## config.mk

```make
export PLATFORM = sky130hd
export DESIGN_NAME = axisif_sequencer
export DESIGN_NICKNAME = d
export VERILOG_FILES = /design/src/rtl/axisif_sequencer_pkg.sv /design/src/rtl/axisif_sequencer_seq_counter.sv /design/src/rtl/axisif_sequencer.sv
export SDC_FILE = /design/constraint.sdc
export NUM_CORES = 1
export LEC_CHECK = 0
export BUFFER_PORTS_ARGS = -buffer_cell sky130_fd_sc_hd__buf_2
export CAP_MARGIN = 20
export CELL_PAD_IN_SITES_DETAIL_PLACEMENT = 1
export CELL_PAD_IN_SITES_GLOBAL_PLACEMENT = 2
export CORE_MARGIN = 3
export CORE_UTILIZATION = 14
export CTS_CLUSTER_SIZE = 30
export DETAILED_ROUTE_END_ITERATION = 16
export HOLD_SLACK_MARGIN = 0.1
export PLACE_DENSITY_LB_ADDON = 0.1
export SLEW_MARGIN = 15
export SYNTH_ARGS = -nofsm -noshare
export SYNTH_HDL_FRONTEND = slang
export SYNTH_SLANG_ARGS = --single-unit
```

## constraint.sdc

```tcl
create_clock -name i_clk -period 1.8 [get_ports i_clk]
set_input_delay 0.18 -clock i_clk [delete_from_list [all_inputs] [get_ports i_clk]]
set_output_delay 0.18 -clock i_clk [all_outputs]
set_load 0.005 [all_outputs]
```

## src/rtl/axisif_sequencer_pkg.sv

```systemverilog
// Shared definitions for the AXI-Stream buffer sequencer: width helper and state encoding.
package axisif_sequencer_pkg;

  // Number of bits needed to hold the value n (8 -> 4, 4 -> 3, 2 -> 2).
  function automatic int clogb2(input int n);
    int r;
    r = 0;
    for (int i = 0; i < 32; i++) begin
      if ((n >> i) != 0) r = i + 1;
    end
    return r;
  endfunction

  localparam int ST_IDLE = 0;
  localparam int ST_RUN  = 1;
  localparam int ST_DONE = 2;
  localparam int ST_W    = clogb2(ST_DONE);

  typedef enum logic [ST_W-1:0] {
    S_IDLE = ST_W'(ST_IDLE),
    S_RUN  = ST_W'(ST_RUN),
    S_DONE = ST_W'(ST_DONE)
  } state_t;

endpackage

```

## src/rtl/axisif_sequencer_seq_counter.sv

```systemverilog
// Up-counter that saturates at a terminal value; used for the feed and collect indices.
module seq_counter
  import axisif_sequencer_pkg::*;
#(
  parameter int               WIDTH    = 4,
  parameter logic [WIDTH-1:0] TERMINAL = '1
) (
  input  logic             i_clk,
  input  logic             i_rst,
  input  logic             i_clear,
  input  logic             i_en,
  output logic [WIDTH-1:0] o_val,
  output logic             o_fin
);

  logic [WIDTH-1:0] r_val;

  // Count on enable, hold once the terminal value is reached so a job never wraps.
  always_ff @(posedge i_clk) begin
    if (i_rst || i_clear) begin
      r_val <= '0;
    end else if (i_en && !o_fin) begin
      r_val <= r_val + 1'b1;
    end
  end

  assign o_val = r_val;
  assign o_fin = (r_val == TERMINAL);

endmodule

```

## src/rtl/axisif_sequencer.sv

```systemverilog
// Job sequencer: feeds the input buffer into the engine and stores engine results
// into the output buffer, then pulses done to hand the interface back.
//
// state  | meaning
// IDLE   | waiting for a start pulse; outputs quiet
// RUN    | feeding operands and collecting results concurrently
// DONE   | one-cycle done pulse, then back to IDLE
module axisif_sequencer
  import axisif_sequencer_pkg::*;
#(
  parameter  int DATA_WIDTH    = 32,
  parameter  int IN_DATA_NUM   = 8,
  parameter  int OUT_DATA_NUM  = 4,
  localparam int IN_ADR_WIDTH  = clogb2(IN_DATA_NUM),
  localparam int OUT_ADR_WIDTH = clogb2(OUT_DATA_NUM)
) (
  input  logic                     i_clk,
  input  logic                     i_rst,
  input  logic                     i_axisif_start,
  output logic                     o_axisif_done,
  output logic [IN_ADR_WIDTH-1:0]  o_axisif_bufferIn_adr,
  input  logic [DATA_WIDTH-1:0]    i_axisif_bufferIn_data,
  output logic [OUT_ADR_WIDTH-1:0] o_axisif_bufferOut_adr,
  output logic [DATA_WIDTH-1:0]    o_axisif_bufferOut_data,
  output logic                     o_axisif_bufferOut_wr,
  output logic [DATA_WIDTH-1:0]    o_eng_in_data,
  output logic                     o_eng_in_valid,
  output logic                     o_eng_in_last,
  input  logic                     i_eng_in_ready,
  input  logic [DATA_WIDTH-1:0]    i_eng_out_data,
  input  logic                     i_eng_out_valid,
  output logic                     o_eng_out_ready,
  output logic                     o_busy,
  output logic                     o_err_overflow
);

  state_t r_state;
  state_t w_state_nxt;

  logic                     r_in_fed;
  logic                     r_out_full;
  logic                     r_err;
  logic [IN_ADR_WIDTH-1:0]  w_in_cnt;
  logic [OUT_ADR_WIDTH-1:0] w_out_cnt;
  logic                     w_in_fin;
  logic                     w_out_fin;

  logic w_start;
  logic w_run;
  logic w_feed_acc;
  logic w_res_acc;
  logic w_wr;
  logic w_in_fed_nxt;
  logic w_out_full_nxt;

  assign w_start        = (r_state == S_IDLE) && i_axisif_start;
  assign w_run          = (r_state == S_RUN);
  assign w_feed_acc     = w_run && !r_in_fed && i_eng_in_ready;
  assign w_res_acc      = w_run && i_eng_out_valid;
  assign w_wr           = w_res_acc && !r_out_full;
  // Lookahead flags let DONE follow the final accept by exactly one cycle.
  assign w_in_fed_nxt   = r_in_fed || (w_feed_acc && w_in_fin);
  assign w_out_full_nxt = r_out_full || (w_wr && w_out_fin);

  seq_counter #(
    .WIDTH    (IN_ADR_WIDTH),
    .TERMINAL (IN_ADR_WIDTH'(IN_DATA_NUM - 1))
  ) u_in_cnt (
    .i_clk   (i_clk),
    .i_rst   (i_rst),
    .i_clear (w_start),
    .i_en    (w_feed_acc),
    .o_val   (w_in_cnt),
    .o_fin   (w_in_fin)
  );

  seq_counter #(
    .WIDTH    (OUT_ADR_WIDTH),
    .TERMINAL (OUT_ADR_WIDTH'(OUT_DATA_NUM - 1))
  ) u_out_cnt (
    .i_clk   (i_clk),
    .i_rst   (i_rst),
    .i_clear (w_start),
    .i_en    (w_wr),
    .o_val   (w_out_cnt),
    .o_fin   (w_out_fin)
  );

  // State register.
  always_ff @(posedge i_clk) begin
    if (i_rst) r_state <= S_IDLE;
    else       r_state <= w_state_nxt;
  end

  // Job flags: fed/full track completion, err latches any result beyond the last slot.
  always_ff @(posedge i_clk) begin
    if (i_rst || w_start) begin
      r_in_fed   <= 1'b0;
      r_out_full <= 1'b0;
      r_err      <= 1'b0;
    end else if (w_run) begin
      r_in_fed   <= w_in_fed_nxt;
      r_out_full <= w_out_full_nxt;
      if (w_res_acc && r_out_full) r_err <= 1'b1;
    end
  end

  // Next-state and output decode; all outputs quiet outside their active state.
  always_comb begin
    w_state_nxt             = r_state;
    o_axisif_done           = 1'b0;
    o_axisif_bufferIn_adr   = '0;
    o_axisif_bufferOut_adr  = '0;
    o_axisif_bufferOut_data = '0;
    o_axisif_bufferOut_wr   = 1'b0;
    o_eng_in_data           = '0;
    o_eng_in_valid          = 1'b0;
    o_eng_in_last           = 1'b0;
    o_eng_out_ready         = 1'b0;
    o_busy                  = 1'b0;
    case (r_state)
      S_IDLE: begin
        if (i_axisif_start) w_state_nxt = S_RUN;
      end
      S_RUN: begin
        o_busy                = 1'b1;
        o_axisif_bufferIn_adr = w_in_cnt;
        o_eng_in_valid        = !r_in_fed;
        o_eng_in_last         = !r_in_fed && w_in_fin;
        if (!r_in_fed) o_eng_in_data = i_axisif_bufferIn_data;
        o_eng_out_ready       = 1'b1;
        if (w_wr) begin
          o_axisif_bufferOut_wr   = 1'b1;
          o_axisif_bufferOut_adr  = w_out_cnt;
          o_axisif_bufferOut_data = i_eng_out_data;
        end
        if (w_in_fed_nxt && w_out_full_nxt) w_state_nxt = S_DONE;
      end
      S_DONE: begin
        o_busy        = 1'b1;
        o_axisif_done = 1'b1;
        w_state_nxt   = S_IDLE;
      end
      default: w_state_nxt = S_IDLE;
    endcase
  end

  assign o_err_overflow = r_err;

endmodule

```

==> impl_metrics.json, run 1 <==
{
  "clock_latency_ns": 0.25,
  "postCtsHoldBufs": 0,
  "rr_endpoint": "u_in_cnt.o_val[3]",
  "synth-seq-area-share_pct": 21.15,
  "rsz0062_at_grt": "false",
  "setup_viol_count_final": 0,
  "grtUsageTotal_pct": 9.019,
  "cts-root-buf": "clkbuf_8",
  "clock.fmax_ghz": 0.5940,
  "cts_buffers": 3,
  "grt_max_degree": 37,
  "grt_pass1_wl_um": 6644,
  "die_y_um": 96.08,
  "clkSlewWorstSetupHoldPaths_ns": 0.06,
  "syn_inst": 147,
  "antenna_found_initial": 0,
  "slowest_delay_ns": 0.42,
  "slew_headroom_pct": 72.44,
  "drt-wirelength-per-cell_um": 11.94,
  "r2r_slack_ns": 0.21,
  "clkSinkCount": 12,
  "crit_type": "flop to output port",
  "cp.required_ns": 1.62,
  "slew_viol_final": 0,
  "cp_max_fo": 35,
  "arrival_ns": 1.50,
  "grt_pass1_vias": 1436,
  "drc_errors": 0,
  "power.total_mw": 1.581,
  "finalWirelength_um": 4717,
  "drt_first_pass_iters": 4,
  "cp_num_buf_inv": 2,
  "endpoint": "o_axisif_bufferOut_data[21]",
  "min_path_type": "input pin to flop",
  "io_pins": 147,
  "synth.distinct_cells": 31,
  "syn2layout_area_growth_pct": 84.14,
  "power_density_nw_per_um2": 755.9,
  "yosysWarnings": 0,
  "fillers": 1014,
  "crit_slowest_cell": "dfxtp_1",
  "synth_fp_nets": 224,
  "cts_tree": "done",
  "vdd_drop_max_mv": 0.2152,
  "rows": 32,
  "grt-ovfl-total": 0,
  "skew_ns": 0.007259,
  "cts_setup_buffers": 0,
  "cts_max_level": 1,
  "worstMarginPinSlew_ns": 0.4135,
  "rr_worst_depth": 5,
  "startpoint": "r_state[0]",
  "finalCriticalPeriod_ns": 1.683,
  "leakage_nw": 1.202,
  "die-width_um": 96.08,
  "globalplace.congestion": 0.6341,
  "crit_path_end_kind": "output port",
  "setup.worst_path.start_class": "flop",
  "r2r-start": "r_state[0]",
  "dr_total_vias": 1523,
  "post-route-period-util_pct": 93.53,
  "min_delay_path_depth": 3,
  "synth_top_flop_cell": "dfxtp_1",
  "hold_viol": 0,
  "fp.dieArea_um2": 9231,
  "synth_area_um2": 1136,
  "async_flop_share_pct": 0,
  "final_cell_mix": "buf_2, and2_1, dfxtp_1, ha_1, nor2_1",
  "synth-edff-count": 0,
  "io_buffers": 146,
  "fin_setup_tns_ns": 0,
  "whs_ns": 0.2536,
  "viasPerCell": 3.856,
  "layout_commonest_cell": "buf_2",
  "diodes": 0,
  "maxCapViolations": 0,
  "start_util_pct": 14.55,
  "syn_avg_cell_area_um2": 7.729,
  "hpwl_um": 4037,
  "status": "finished clean",
  "path_cells": "ha_4 -> nand2_1 -> nor2_2 -> buf_12 -> and2_1 -> buf_2",
  "crit_cells": 6,
  "ys_ff_latch": 12,
  "final_nets": 371,
  "drt_iter0_markers": 19,
  "clock_tree.buffer_depth": 2,
  "path_delay_family": "flip-flops",
  "core_area_um2": 7807,
  "final_layout_size_suffix_gt1_share_pct": 56.66,
  "route.antenna.remaining_nets": 0
}
-- where the power goes --
part / switching, mW / internal (mW)
Sequential: 0.0271 / 0.291
Combinational: 0.439 / 0.519
Clock: 0.113 / 0.194
Total: 0.578 / 1.00
-- state kept, by name, indices dropped and copies added, names as in the netlist --
name,cells
u_out_cnt.o_val,3
r_in_fed,1
o_err_overflow,1
u_in_cnt.o_val,4
r_out_full,1
r_state,2
-- worst reg2reg max path: stages (launching register included) --
cell      delay [ns]
dfxtp_1         0.42
ha_4            0.19
buf_4           0.14
nand3b_2        0.13
or4_4           0.50
a21oi_2         0.13
-- through the flow --
step | instances | setup WS [ns] | util (%) | area (µm²)
after global routing | 395 | 0.0001045 | 26.79 | 2092
after CTS | 395 | 0.02739 | 26.79 | 2092
after detailed placement | 391 | 0.08063 | 25.83 | 2017
after floorplan | 147 | 0.2118 | - | 1136
after global placement | 391 | 0.1310 | 25.83 | 2017
final | 395 | 0.1165 | 26.79 | 2092
-- synthesized netlist by cell type, drive strengths merged, types with 3 or more instances --
cell	n	area, µm²
clkbuf	7	26.28
nand2b	4	25.02
a21oi	3	18.77
ha	8	100.1
nor2	7	26.28
and2	71	446.7
o21ai	3	15.01
a31oi	4	25.02
dfxtp	12	240.2
inv	4	15.01
mux2i	3	30.03
-- worst min path at each step --
stage	from	to	slack [ns]
after detailed placement	o_err_overflow	o_err_overflow	0.48
after floorplan	i_eng_in_ready	r_in_fed	0.34
after CTS	i_eng_out_valid	o_err_overflow	0.25
final	i_rst	r_state[1]	0.25
after global routing	i_rst	r_state[1]	0.28
after global placement	o_err_overflow	o_err_overflow	0.47
-- kinds of logic (layout without fill, tap and decap cells) --
logic type | Yosys count | after routing | share of synthesized area [%]
AND/OR/NAND/NOR | 96 | 96 | 53.52
AO/OA/AOI/OAI | 14 | 14 | 8.039
buffers and inverters | 13 | 159 | 5.066
flip-flops | 12 | 12 | 21.15
adder cells (fa/ha/maj) | 8 | 8 | 8.811
multiplexers | 3 | 3 | 2.643
XOR/XNOR | 1 | 1 | 0.7711
-- per-layer routing --
| metal | part of all wire, % | global-route usage (%) |
|---|---|---|
| met3 | 9.7 | 2.658 |
| met1 | 39 | 10.49 |
| met5 | 0 | 0 |
| met2 | 51 | 16.27 |
| met4 | 0.61 | 1.777 |
-- layout make-up --
type | count | area, µm² | area share, %
Sequential cell | 12 | 240.2 | 11.48
Tap cell | 102 | 127.6 | 6.100
Inverter | 4 | 15.01 | 0.7177
Multi-Input combinational cell | 122 | 860.8 | 41.15
Clock buffer | 4 | 55.05 | 2.632
Timing Repair Buffer | 151 | 793.3 | 37.92
-- repair_timing --
action | CTS | global route
setup endpoints to repair | 67 | 61
hold endpoints to repair | 0 | 0
resized for setup | 4 | 1
No activity file was read; power rests on OpenSTA's default activity.
==> run 2, diff against run 1 <==
--- a/config.mk
+++ b/config.mk
@@ -9,8 +9,8 @@
 export CAP_MARGIN = 20
 export CELL_PAD_IN_SITES_DETAIL_PLACEMENT = 1
 export CELL_PAD_IN_SITES_GLOBAL_PLACEMENT = 2
-export CORE_MARGIN = 3
 export CORE_UTILIZATION = 14
+export CTS_CLUSTER_DIAMETER = 60
 export CTS_CLUSTER_SIZE = 30
 export DETAILED_ROUTE_END_ITERATION = 16
 export HOLD_SLACK_MARGIN = 0.1
==> impl_metrics.json, run 2 (synthesis gave the netlist of run 1 again) <==
{
  "clkSlewWorstSetupHoldPaths_ns": 0.05,
  "status": "finished clean",
  "grt_max_degree": 36,
  "finalCriticalPeriod_ns": 1.673,
  "grt_pass1_wl_um": 6486,
  "cts_tree": "done",
  "leakage_nw": 1.195,
  "path_cells": "inv_2 -> ha_4 -> nor2b_4 -> buf_12 -> and2_2 -> buf_2",
  "cts_max_level": 1,
  "antenna_found_initial": 0,
  "grt-ovfl-total": 0,
  "syn2layout_area_growth_pct": 83.26,
  "route.antenna.remaining_nets": 0,
  "crit_path_end_kind": "output port",
  "clock.fmax_ghz": 0.5977,
  "crit_type": "flop to output port",
  "clock_tree.buffer_depth": 2,
  "cts-root-buf": "clkbuf_8",
  "rows": 32,
  "arrival_ns": 1.49,
  "globalplace.congestion": 0.6633,
  "post-route-period-util_pct": 92.95,
  "maxCapViolations": 0,
  "clock_latency_ns": 0.24,
  "largest_register_ffs": 4,
  "viasPerCell": 3.774,
  "dp_cells": 391,
  "setup_viol_count_final": 0,
  "min_path_type": "input pin to flop",
  "cts_setup_buffers": 0,
  "crit_slowest_cell": "dfxtp_1",
  "core_area_um2": 7807,
  "final_nets": 371,
  "worstMarginPinSlew_ns": 0.3866,
  "drt_iter0_markers": 27,
  "final_layout_size_suffix_gt1_share_pct": 57.19,
  "fp.dieArea_um2": 8479,
  "vdd_drop_max_mv": 0.2041,
  "skew_ns": 0.001825,
  "cp_max_fo": 35,
  "cts_buffers": 3,
  "drc_errors": 0,
  "fin_setup_tns_ns": 0,
  "postCtsHoldBufs": 0,
  "rsz0062_at_grt": "false",
  "finalWirelength_um": 4292,
  "io_buffers": 146,
  "hold_viol": 0,
  "io_pins": 147,
  "slew_headroom_pct": 74.23,
  "grt_pass1_vias": 1368,
  "die-width_um": 92.08,
  "start_util_pct": 14.55,
  "layout_commonest_cell": "buf_2",
  "fin_util_pct": 26.67,
  "die_y_um": 92.08,
  "clkSinkCount": 12,
  "drt-wirelength-per-cell_um": 10.89,
  "hpwl_um": 3629,
  "dr_total_vias": 1487,
  "power_density_nw_per_um2": 731.3,
  "slew_viol_final": 0,
  "setup.worst_path.start_class": "flop",
  "grtUsageTotal_pct": 9.399,
  "cp.required_ns": 1.62,
  "final_cell_mix": "buf_2, and2_1, dfxtp_1, ha_1, nor2_1",
  "fin_cells": 394,
  "diodes": 0,
  "drt_first_pass_iters": 4,
  "slowest_delay_ns": 0.33
}
## run 2: cell count changes in the layout (fill, tap and decap cells not counted)
| cell | delta |
|---|---|
| nand2_2 | +1 |
| nand2_1 | -1 |
| clkbuf_8 | -1 |
| dfxtp_1 | -1 |
| dfxtp_2 | +1 |
## run 2: power by group
part | internal (mW) | switching, mW
logic | 0.523 | 0.437
clock network | 0.147 | 0.0959
registers | 0.293 | 0.0271
total | 0.963 | 0.560
## run 2: final cells by class
class	count	area, µm²
fillers	1001	5725
multi-input cells	122	863.3
repair buffers	151	793.3
flip-flops and latches	12	241.5
well taps	102	127.6
clock buffers	3	41.29
inverters	4	15.01
## run 2: critical path, delay by kind of cell (launching register included)
kind,cells,cell delay (ns)
DFF,1,0.33
buffers and inverters,3,0.38
and+or+nand+nor,2,0.36
adders and majority gates,1,0.18
## run 2: worst paths after layout
check	depth (start not counted)	endpoint	start	slack (ns)
worst min-delay path	3	o_err_overflow	i_eng_out_valid	0.26
worst max-delay path	6	o_eng_in_last	r_state[1]	0.13
worst min register to register	2	o_err_overflow	o_err_overflow	0.47
worst max register to register	6	u_in_cnt.o_val[3]	r_state[1]	0.24
## run 2: what timing repair did
item                                    4_1_cts  5_1_grt
endpoints found under the setup margin       68       67
resized for setup                             4        3
cloned                                        0        0
## run 2: per-stage QoR
step	power (mW)	hold WS [ns]	setup slack [ns]	instance area, µm²
2_1_floorplan	0.7989	0.3375	0.2118	1136
3_3_place_gp	1.289	0.4725	0.1309	2017
3_5_place_dp	1.277	0.4700	0.08759	2017
4_1_cts	1.560	0.2527	0.03687	2078
5_1_grt	1.669	0.2747	0.01078	2082
6_report	1.523	0.2618	0.1269	2082
## run 2: layer usage
metal / up-vias / GRT usage (%) / wire [µm]
met5: - / 0 / 0
met3: 2 / 2.736 / 382
met1: 636 / 10.41 / 1705
met4: 0 / 1.563 / 14
met2: 85 / 17.79 / 2189
li1: 764 / - / -
